### config.mk
export PLATFORM = sky130hd
export DESIGN_NAME = s2p
export DESIGN_NICKNAME = d
export VERILOG_FILES = /design/src/rtl/s2p_pkg.sv /design/src/rtl/word_reg.sv /design/src/rtl/s2p.sv
export SDC_FILE = /design/constraint.sdc
export NUM_CORES = 1
export LEC_CHECK = 0
export ABC_AREA = 1
export CORE_MARGIN = 2
export CORE_UTILIZATION = 47
export CTS_CLUSTER_DIAMETER = 120
export CTS_CLUSTER_SIZE = 20
export DETAILED_ROUTE_END_ITERATION = 6
export PLACE_DENSITY = 0.8
export SLEW_MARGIN = 20
export SYNTH_ARGS = -nofsm -noshare
export SYNTH_HDL_FRONTEND = slang
export SYNTH_SLANG_ARGS = --single-unit
### constraint.sdc
create_clock -name clk -period 1.5 [get_ports clk]
set_clock_uncertainty 0.2 [all_clocks]
set_input_delay 0.45 -clock clk [delete_from_list [all_inputs] [get_ports clk]]
set_output_delay 0.45 -clock clk [all_outputs]
set_load 0.05 [all_outputs]
### src/rtl/s2p_pkg.sv
// Shared definitions for the serial link pair (p2s / s2p).
// Latency: n/a (types and constant helpers only).
// Backpressure: n/a.
// Contents: cnt_w() bit-counter width helper, bit_order_e serial bit order.
package s2p_pkg;

  // Width of a counter that indexes bits 0..n-1 of an n-bit word.
  function automatic int cnt_w(input int n);
    return $clog2(n);
  endfunction

  // Serial bit order; p2s and s2p must agree on this.
  typedef enum logic {
    LSB_FIRST = 1'b0,
    MSB_FIRST = 1'b1
  } bit_order_e;

endpackage

### src/rtl/word_reg.sv
// N-bit valid/ready output holding register with load and pop.
// Latency: a load is visible on data/valid right after the loading edge.
// Backpressure: data is held while valid && !ready; valid drops on a pop with no load.
// Ports:
//   clk, rst         : clock, asynchronous active-high reset
//   load, load_data  : write a new word (takes priority over a pop on the same edge)
//   ready            : consumer accepts the held word this cycle
//   data, valid      : registered word and its valid flag
module word_reg #(
  parameter int N = 8
) (
  input  logic         clk,
  input  logic         rst,
  input  logic         load,
  input  logic [N-1:0] load_data,
  input  logic         ready,
  output logic [N-1:0] data,
  output logic         valid
);

  always_ff @(posedge clk or posedge rst) begin
    if (rst) begin
      data  <= '0;
      valid <= 1'b0;
    end else if (load) begin
      data  <= load_data;
      valid <= 1'b1;
    end else if (valid && ready) begin
      valid <= 1'b0;
    end
  end

endmodule

### src/rtl/s2p.sv
// Serial-to-parallel deserializer: assembles N serial bits into a word on a valid/ready output.
// Latency: the word is on p_data/p_valid right after the edge accepting its Nth bit.
// Backpressure: one completed word is parked in the shift register while the output is full;
//   s_ready drops only then, so the link streams as long as each word is popped within N cycles.
// Ports:
//   clk, rst                  : clock, asynchronous active-high reset
//   s_data, s_valid, s_ready  : serial bit handshake
//   p_data, p_valid, p_ready  : parallel word handshake (p_data/p_valid registered)
module s2p
  import s2p_pkg::*;
#(
  parameter int N         = 8,  // word width, at least 2
  parameter bit MSB_FIRST = 0   // 1: first serial bit lands in p_data[N-1]
) (
  input  logic         clk,
  input  logic         rst,
  input  logic         s_data,
  input  logic         s_valid,
  output logic         s_ready,
  output logic [N-1:0] p_data,
  output logic         p_valid,
  input  logic         p_ready
);

  localparam int            CW       = cnt_w(N);
  localparam logic [CW-1:0] CNT_LAST = CW'(N - 1);

  logic [N-1:0]  sh;
  logic [N-1:0]  sh_next;
  logic [CW-1:0] cnt;
  logic          sh_full;
  logic          accept;
  logic          word_done;
  logic          pop;
  logic          out_free;
  logic          load;
  logic [N-1:0]  load_data;

  // sh_full only ever holds a finished word, so no further bit may enter.
  assign s_ready   = !rst && !sh_full;
  assign accept    = s_valid && s_ready;
  assign word_done = accept && (cnt == CNT_LAST);
  assign pop       = p_valid && p_ready;
  // Output register can take a word this edge: empty, or its word leaves now.
  assign out_free  = !p_valid || p_ready;

  // Shift direction is chosen so the first bit ends at index 0 (LSB first)
  // or N-1 (MSB first) after N shifts.
  generate
    if (MSB_FIRST) begin : g_msb
      assign sh_next = {sh[N-2:0], s_data};
    end else begin : g_lsb
      assign sh_next = {s_data, sh[N-1:1]};
    end
  endgenerate

  // A completing word goes straight to the output when possible; a parked
  // word moves out on the first pop. The two cannot coincide because no bit
  // is accepted while a word is parked.
  assign load      = (word_done && out_free) || (sh_full && pop);
  assign load_data = sh_full ? sh : sh_next;

  always_ff @(posedge clk or posedge rst) begin
    if (rst) begin
      sh      <= '0;
      cnt     <= '0;
      sh_full <= 1'b0;
    end else begin
      if (accept) begin
        sh  <= sh_next;
        cnt <= word_done ? '0 : cnt + CW'(1);
      end
      if (word_done && !out_free) begin
        sh_full <= 1'b1;
      end else if (sh_full && pop) begin
        sh_full <= 1'b0;
      end
    end
  end

  word_reg #(.N(N)) u_word_reg (
    .clk       (clk),
    .rst       (rst),
    .load      (load),
    .load_data (load_data),
    .ready     (p_ready),
    .data      (p_data),
    .valid     (p_valid)
  );

endmodule
==> results of run 1 <==
==> power groups by stage <==
stage          registers [uW]  logic (uW)  clock network, uW
6_report                  900        1270                265
5_1_grt                   919        1350                301
4_1_cts                   884        1180                278
3_5_place_dp              901        1110                  0
3_3_place_gp              887        1070                  0
2_1_floorplan            1160         304                  0
==> through the flow <==
stage | total power (uW) | cells | TNS (ns) | area [sq um] | setup WS [ns]
6_report | 2436 | 172 | -0.9844 | 1540 | -0.1698
5_1_grt | 2567 | 172 | -1.950 | 1540 | -0.2057
4_1_cts | 2341 | 168 | -0.6391 | 1449 | -0.1778
3_5_place_dp | 2009 | 159 | -7.772 | 1371 | -0.4435
3_3_place_gp | 1959 | 159 | -6.627 | 1371 | -0.4082
2_1_floorplan | 1459 | 113 | -0.08340 | 1065 | -0.009226
==> cell families after synthesis <==
family | after synthesis | share of synthesized area (%)
simple gates | 55 | 26.07
buf+inv | 16 | 9.005
compound gates | 19 | 12.80
fa+ha+maj | 2 | 2.369
flops | 21 | 49.76
==> critical path, cell delays in order, from the launching register on <==
cell	delay (ns)
dfrtp_1	0.43
nor2_4	0.14
buf_12	0.15
==> layout make-up <==
cell class / count / share of cell area (%)
timing repair buffer: 31 / 25.91
inverter: 12 / 3.087
tap: 28 / 2.275
multi-input combinational: 76 / 32.74
clock buffer: 3 / 1.462
sequential: 21 / 34.20
clock inverter: 1 / 0.3249
==> what timing repair did <==
| item | 4_1_cts | 5_1_grt |
|---|---|---|
| gates resized for setup | 5 | 14 |
| endpoints found under the setup margin | 20 | 19 |
| buffers inserted | 5 | 4 |
| pin swaps | 1 | 2 |
| cloned | 0 | 0 |
| hold endpoints to repair | 0 | 0 |
==> sequential cells by signal, summed over array words and instances (netlist names) <==
register	flops
cnt	3
sh	8
sh_full	1
u_word_reg.data	8
u_word_reg.valid	1
==> metal layers <==
layer  wire length [microns]  global-route usage, %  up-vias
met1                    1102                  23.67      434
met4                      28                  7.895        0
met2                    1229                  31.20       12
met3                      68                  2.632        4
met5                       0                      0        -
li1                        -                      -      432
==> cells in the final DEF (no fill, tap or decap), types with 2 or more instances in the layout <==
cell type	instances
buf_12	12
buf_4	14
nand2_1	26
nand2_4	2
o21ai_2	9
nand3_2	7
inv_1	11
clkdlybuf4s50_1	2
dfrtp_1	20
o21ai_1	8
nand2_2	5
nand3_1	12
clkbuf_4	3
==> worst max path at each step <==
stage	depth (start not counted)	startpoint	end	slack [ns]
2_1_floorplan	4	rst	u_word_reg.data[0]	-0.009
5_1_grt	2	sh_full	s_ready	-0.21
3_3_place_gp	3	rst	s_ready	-0.41
6_report	2	sh_full	s_ready	-0.17
3_5_place_dp	3	rst	s_ready	-0.44
4_1_cts	2	sh_full	s_ready	-0.18
==> metrics, run 1 <==
synth top area cells dfrtp_1 (50%), nand2_1 (11%), nand3_1 (8.5%); vias post-DR 882; Reg clk slew, reported paths 0.11 ns; FMAX 598.9 MHz; share of layout cells above drive strength 1 41.67%; number of synthesized flops with an enable pin 0; P_int 1449 uW; Final Hold Vio Count 0; core occupancy in the finished layout 70.99%; Comb pwr share 52.2%; Peak VDD IR 1172 uV; initial core utilization 48.67%; Area Growth Syn to Fin 45.85%; Synth area leader dfrtp_1; area of the multi-input gates 504.2 sq um; CP endpoint kind output port; syn_nets 120; hpwl dp 1512 microns; ANT nets after route 0; most numerous cell in the Yosys netlist nand2_1; Seq. cell area 526.8 sq um; CP arrival 1.02 ns; Die Height 51.40 microns; CTS Hold Bufs 0; first-pass GRT wire length 3657 microns; synth cell count leaders nand2_1 (30), dfrtp_1 (21), nand3_1 (18), inv_1 (11), o21ai_2 (9); FP Rows 17; main flop type after synthesis dfrtp_1; pin count of the biggest net entering global routing 22; core box area 2170 sq um; sequential fraction of design power 37.0%; register area share after synthesis 49.76%; H-tree depth 1; Final WS setup -0.1698 ns; Worst Tran Pin Value 0.3135 ns; average wire per standard cell 14.13 microns; leakage power 0.0007284 uW; Worst Path Max Fanout 2; power density over cell area 1582 nW/um^2; Antenna diodes 0; CTS Buf Count 3; WS Path Type flip-flop to output port; number of global-route vias before repair 832; Final #Nets 152; # fillers 149; FFs w/ async S/R, synth 100.0%; worst r2r path cells 8; clock root buffer clkbuf_4; Hold Slack 0.1224 ns; port buffer count 14; Residual DRC 0; Setup crit start kind flip-flop; Tmin final 1.670 ns; RSZ-0062 raised after global routing true; Cells after Synth 113; CTS tree built; status complete, but fails checks; pins over their slew limit 0; clock sink total 21; Slew HR 79.07%; failing checks setup timing; post-synthesis register bit count 21; syn_area_per_cell 9.345 sq um; r2r startpoint sh_full; WP data required 0.85 ns; NetSw 987.2 uW; GRT Util Overall 18.53%; post-synthesis cell area 1056 sq um; part of the cycle the worst path needs 111.3%; Netlist cell types 19; FF-to-FF End u_word_reg.data[4]; Switching Share 40.52%; overall routed net length 2430 microns; hold crit path type primary input to asynchronous set/reset pin; total die area 2642 sq um; max cap viols 0; drt via density 5.128; Congestion Overflow GR 0; clk buf depth 2; Iter 0 DRT Violations 20; Reg2Reg Setup Slack -0.08 ns; Horiz. Die Dim 51.40 microns; drt pass-1 iters 4; Clock Latency Late Sink 0.30 ns; routability cong. 0.7597; initial antenna violation count 0; Yosys top cell area share 49.76%; I/O pin total 15; Clock power frac 10.9%; setup violators final 19; Yosys warning count 0
No activity file was read; power rests on OpenSTA's default activity.
==> run 2: changes to the inputs <==
--- a/config.mk
+++ b/config.mk
@@ -5,13 +5,13 @@
 export SDC_FILE = /design/constraint.sdc
 export NUM_CORES = 1
 export LEC_CHECK = 0
-export ABC_AREA = 1
 export CORE_MARGIN = 2
-export CORE_UTILIZATION = 47
+export CORE_UTILIZATION = 46
 export CTS_CLUSTER_DIAMETER = 120
 export CTS_CLUSTER_SIZE = 20
 export DETAILED_ROUTE_END_ITERATION = 6
 export PLACE_DENSITY = 0.8
+export SETUP_SLACK_MARGIN = 0.15
 export SLEW_MARGIN = 20
 export SYNTH_ARGS = -nofsm -noshare
 export SYNTH_HDL_FRONTEND = slang
==> metrics, run 2 <==
status complete, but fails checks; failing checks setup timing; NetSw 1101 uW (+12%); I/O pin total 15 (unchanged); WP data required 1.50 ns (+0.65 ns); Crit-path slowest cell or3_4; Final Hold Vio Count 0 (unchanged); Cell Chain, Critical Path or3b_4 -> or3_4 -> o221a_1; pins over their slew limit 0 (unchanged); CTS Hold Bufs 0 (unchanged); Setup crit start kind flip-flop; area of the multi-input gates 434.2 sq um (-14%); vias post-DR 734 (-17%); FF-to-FF End u_word_reg.data[3]; Clock power frac 9.6% (-1.3 points); most numerous cell in the Yosys netlist dfrtp_1; Slew HR 75.12% (-4.0 points); Final #Nets 119 (-22%); hold crit path type primary input to asynchronous set/reset pin; Iter 0 DRT Violations 8 (-60%); synth cell count leaders dfrtp_1 (21), mux2_2 (9), o221a_1 (8), or2_2 (8), inv_1 (4); CTS Buf Count 3 (unchanged); pin count of the biggest net entering global routing 22 (unchanged); syn_nets 77 (-36%); FFs w/ async S/R, synth 100.0% (unchanged); Peak VDD IR 1110 uV (-5.3%); ANT nets after route 0 (unchanged); max cap viols 0 (unchanged); H-tree depth 1 (unchanged); number of synthesized flops with an enable pin 0 (unchanged); first-pass GRT wire length 3394 microns (-7.2%); FMAX 552.8 MHz (-7.7%); Comb pwr share 53.9% (+1.7 points); total die area 2420 sq um (-8.4%); most frequent cells in the layout dfrtp_1 (21), buf_4 (21), buf_12 (11), or2_2 (8), o221a_1 (8); part of the cycle the worst path needs 120.6% (+9.3 points); clock root buffer clkbuf_4; clock sink total 21 (unchanged); setup violators final 29 (+10); Crit. Startpoint sh_full; Seq. cell area 525.5 sq um (-0.24%); biggest regs sh x8, u_word_reg.data x8, cnt x3; Design Power 2885 uW (+18%); CP arrival 1.81 ns (+0.79 ns); Worst Path Max Fanout 8 (+6); r2r startpoint sh_full; Worst Tran Pin Value 0.3733 ns (+0.05980 ns); Synth area leader dfrtp_1; port buffer count 14 (unchanged); Area Growth Syn to Fin 58.46%; family with the most delay on the worst path simple AND/OR/NAND/NOR gates; FP Rows 16 (-1); cell count along the critical path 3 (+1); core box area 1942 sq um (-10%); synth top area cells dfrtp_1 (56%), mux2_2 (11%), o221a_1 (9.6%); Horiz. Die Dim 49.20 microns (-4.3%); RSZ-0062 raised after global routing true; Reg clk slew, reported paths 0.12 ns (about the same); drt via density 5.319 (+3.7%); initial core utilization 48.39% (-0.28 points); Cells after Synth 70 (-38%); pre-CTS setup slack -0.8754 ns (-0.4318 ns); worst r2r path cells 3 (-5); Hold Slack 0.2409 ns (+0.1185 ns); GRT Util Overall 18.85% (+0.32 points); CTS tree built; hpwl dp 1254 microns (-17%); sequential fraction of design power 36.5% (-0.5 points); Die Height 49.20 microns (-4.3%); leakage power 0.0006633 uW (-8.9%); drt pass-1 iters 4 (unchanged); post-synthesis cell area 939.7 sq um (-11%); number of global-route vias before repair 700 (-16%); Congestion Overflow GR 0 (unchanged); share of layout cells above drive strength 1 60.36% (+19 points); register area share after synthesis 55.93% (+6.2 points); CP endpoint kind flip-flop; routability cong. 0.7461 (-1.8%); syn_area_per_cell 13.42 sq um (+44%); main flop type after synthesis dfrtp_1; # fillers 131 (-12%); Netlist cell types 19 (unchanged); Yosys warning count 0 (unchanged); overall routed net length 2184 microns (-10%); CP Buf/Inv Count 0 (-1); Clock Latency Late Sink 0.31 ns (about the same); P_int 1783 uW (+23%); clk buf depth 2 (unchanged); Yosys top cell area share 55.93% (+6.2 points); Tmin final 1.809 ns (+0.1391 ns); Antenna diodes 0 (unchanged); WS Path Type flip-flop to flip-flop; Final WS setup -0.3089 ns (-0.1391 ns); Residual DRC 0 (unchanged); post-synthesis register bit count 21 (unchanged); Switching Share 38.18% (-2.3 points); crit path to u_word_reg.data[3]; Reg2Reg Setup Slack -0.31 ns (-0.23 ns); core occupancy in the finished layout 76.68% (+5.7 points); CP peak stage delay 0.43 ns (about the same); average wire per standard cell 15.83 microns (+12%); initial antenna violation count 0 (unchanged); power density over cell area 1937 nW/um^2 (+22%)
## run 2: cell types whose count changed after synthesis, moves of 8 or more
| cell | previous run | this run |
|---|---|---|
| or2_2 | 0 | 8 |
| nand3_1 | 18 | 2 |
| mux2_2 | 0 | 9 |
| o221a_1 | 0 | 8 |
| o21ai_2 | 9 | 0 |
| nand2_1 | 30 | 2 |
## run 2: per-stage QoR
stage / instance area (sq um) / std cells / setup TNS (ns)
2_1_floorplan: 939.7 / 70 / -4.398
3_3_place_gp: 1286 / 120 / -13.52
3_5_place_dp: 1286 / 120 / -13.94
4_1_cts: 1420 / 133 / -3.324
5_1_grt: 1489 / 138 / -5.604
6_report: 1489 / 138 / -4.372
## run 2: kinds of logic after synthesis
| kind of cell | after synthesis | synth area share, % |
|---|---|---|
| flops | 21 | 55.93 |
| compound gates | 14 | 14.65 |
| simple gates | 18 | 11.99 |
| fa+ha+maj | 2 | 2.663 |
| buf+inv | 6 | 3.994 |
| mux | 9 | 10.79 |
## run 2: timing repair
action	4_1_cts	5_1_grt
setup buffers	9	5
gates resized for setup	13	8
setup endpoints to repair	31	31
pin swaps	8	7
## run 2: final cells by class
| type | instances | share of cell area [%] |
|---|---|---|
| sequential | 21 | 35.29 |
| timing repair buffer | 39 | 30.42 |
| multi-input combinational | 43 | 29.16 |
| tap | 27 | 2.269 |
| clock buffer | 3 | 1.513 |
| inverter | 4 | 1.008 |
| clock inverter | 1 | 0.3361 |
## run 2: worst min path at each step
stage              to  start
6_report        sh[1]    rst
5_1_grt         sh[0]    rst
4_1_cts        cnt[0]    rst
3_5_place_dp    sh[0]  sh[0]
3_3_place_gp    sh[0]  sh[0]
2_1_floorplan  cnt[0]    rst
## run 2: worst reg2reg max path: stages, from the launching register on
cell and delay, ns:
dfrtp_1 0.41, or3b_4 0.40, or3_4 0.43, o221a_1 0.27
## run 2: power by group through the flow
stage	Combinational, uW	Sequential [uW]	Clock (uW)
after CTS	1470	1030	281
after floorplan	294	1330	0
final	1550	1050	278
after global routing	1630	1090	302
after global placement	1250	1020	0
after detailed placement	1290	1040	0
## run 2: routing by layer
metal  track usage [%]  share of wire (%)  up-vias
met2             32.66                 55       17
li1                  -                  -      340
met3             2.761                2.6        7
met1             23.67                 39      370
met5                 0                  0        -
met4             7.143                3.5        0
==> run 3: changes to the inputs <==
--- a/config.mk
+++ b/config.mk
@@ -5,6 +5,7 @@
 export SDC_FILE = /design/constraint.sdc
 export NUM_CORES = 1
 export LEC_CHECK = 0
+export ABC_CLOCK_PERIOD_IN_PS = 1500
 export CORE_MARGIN = 2
 export CORE_UTILIZATION = 46
 export CTS_CLUSTER_DIAMETER = 120
@@ -12,7 +13,6 @@
 export DETAILED_ROUTE_END_ITERATION = 6
 export PLACE_DENSITY = 0.8
 export SETUP_SLACK_MARGIN = 0.15
-export SLEW_MARGIN = 20
 export SYNTH_ARGS = -nofsm -noshare
 export SYNTH_HDL_FRONTEND = slang
 export SYNTH_SLANG_ARGS = --single-unit
==> results of run 3 <==
No change in the layout: final DEF, timing and power equal those of run 2.
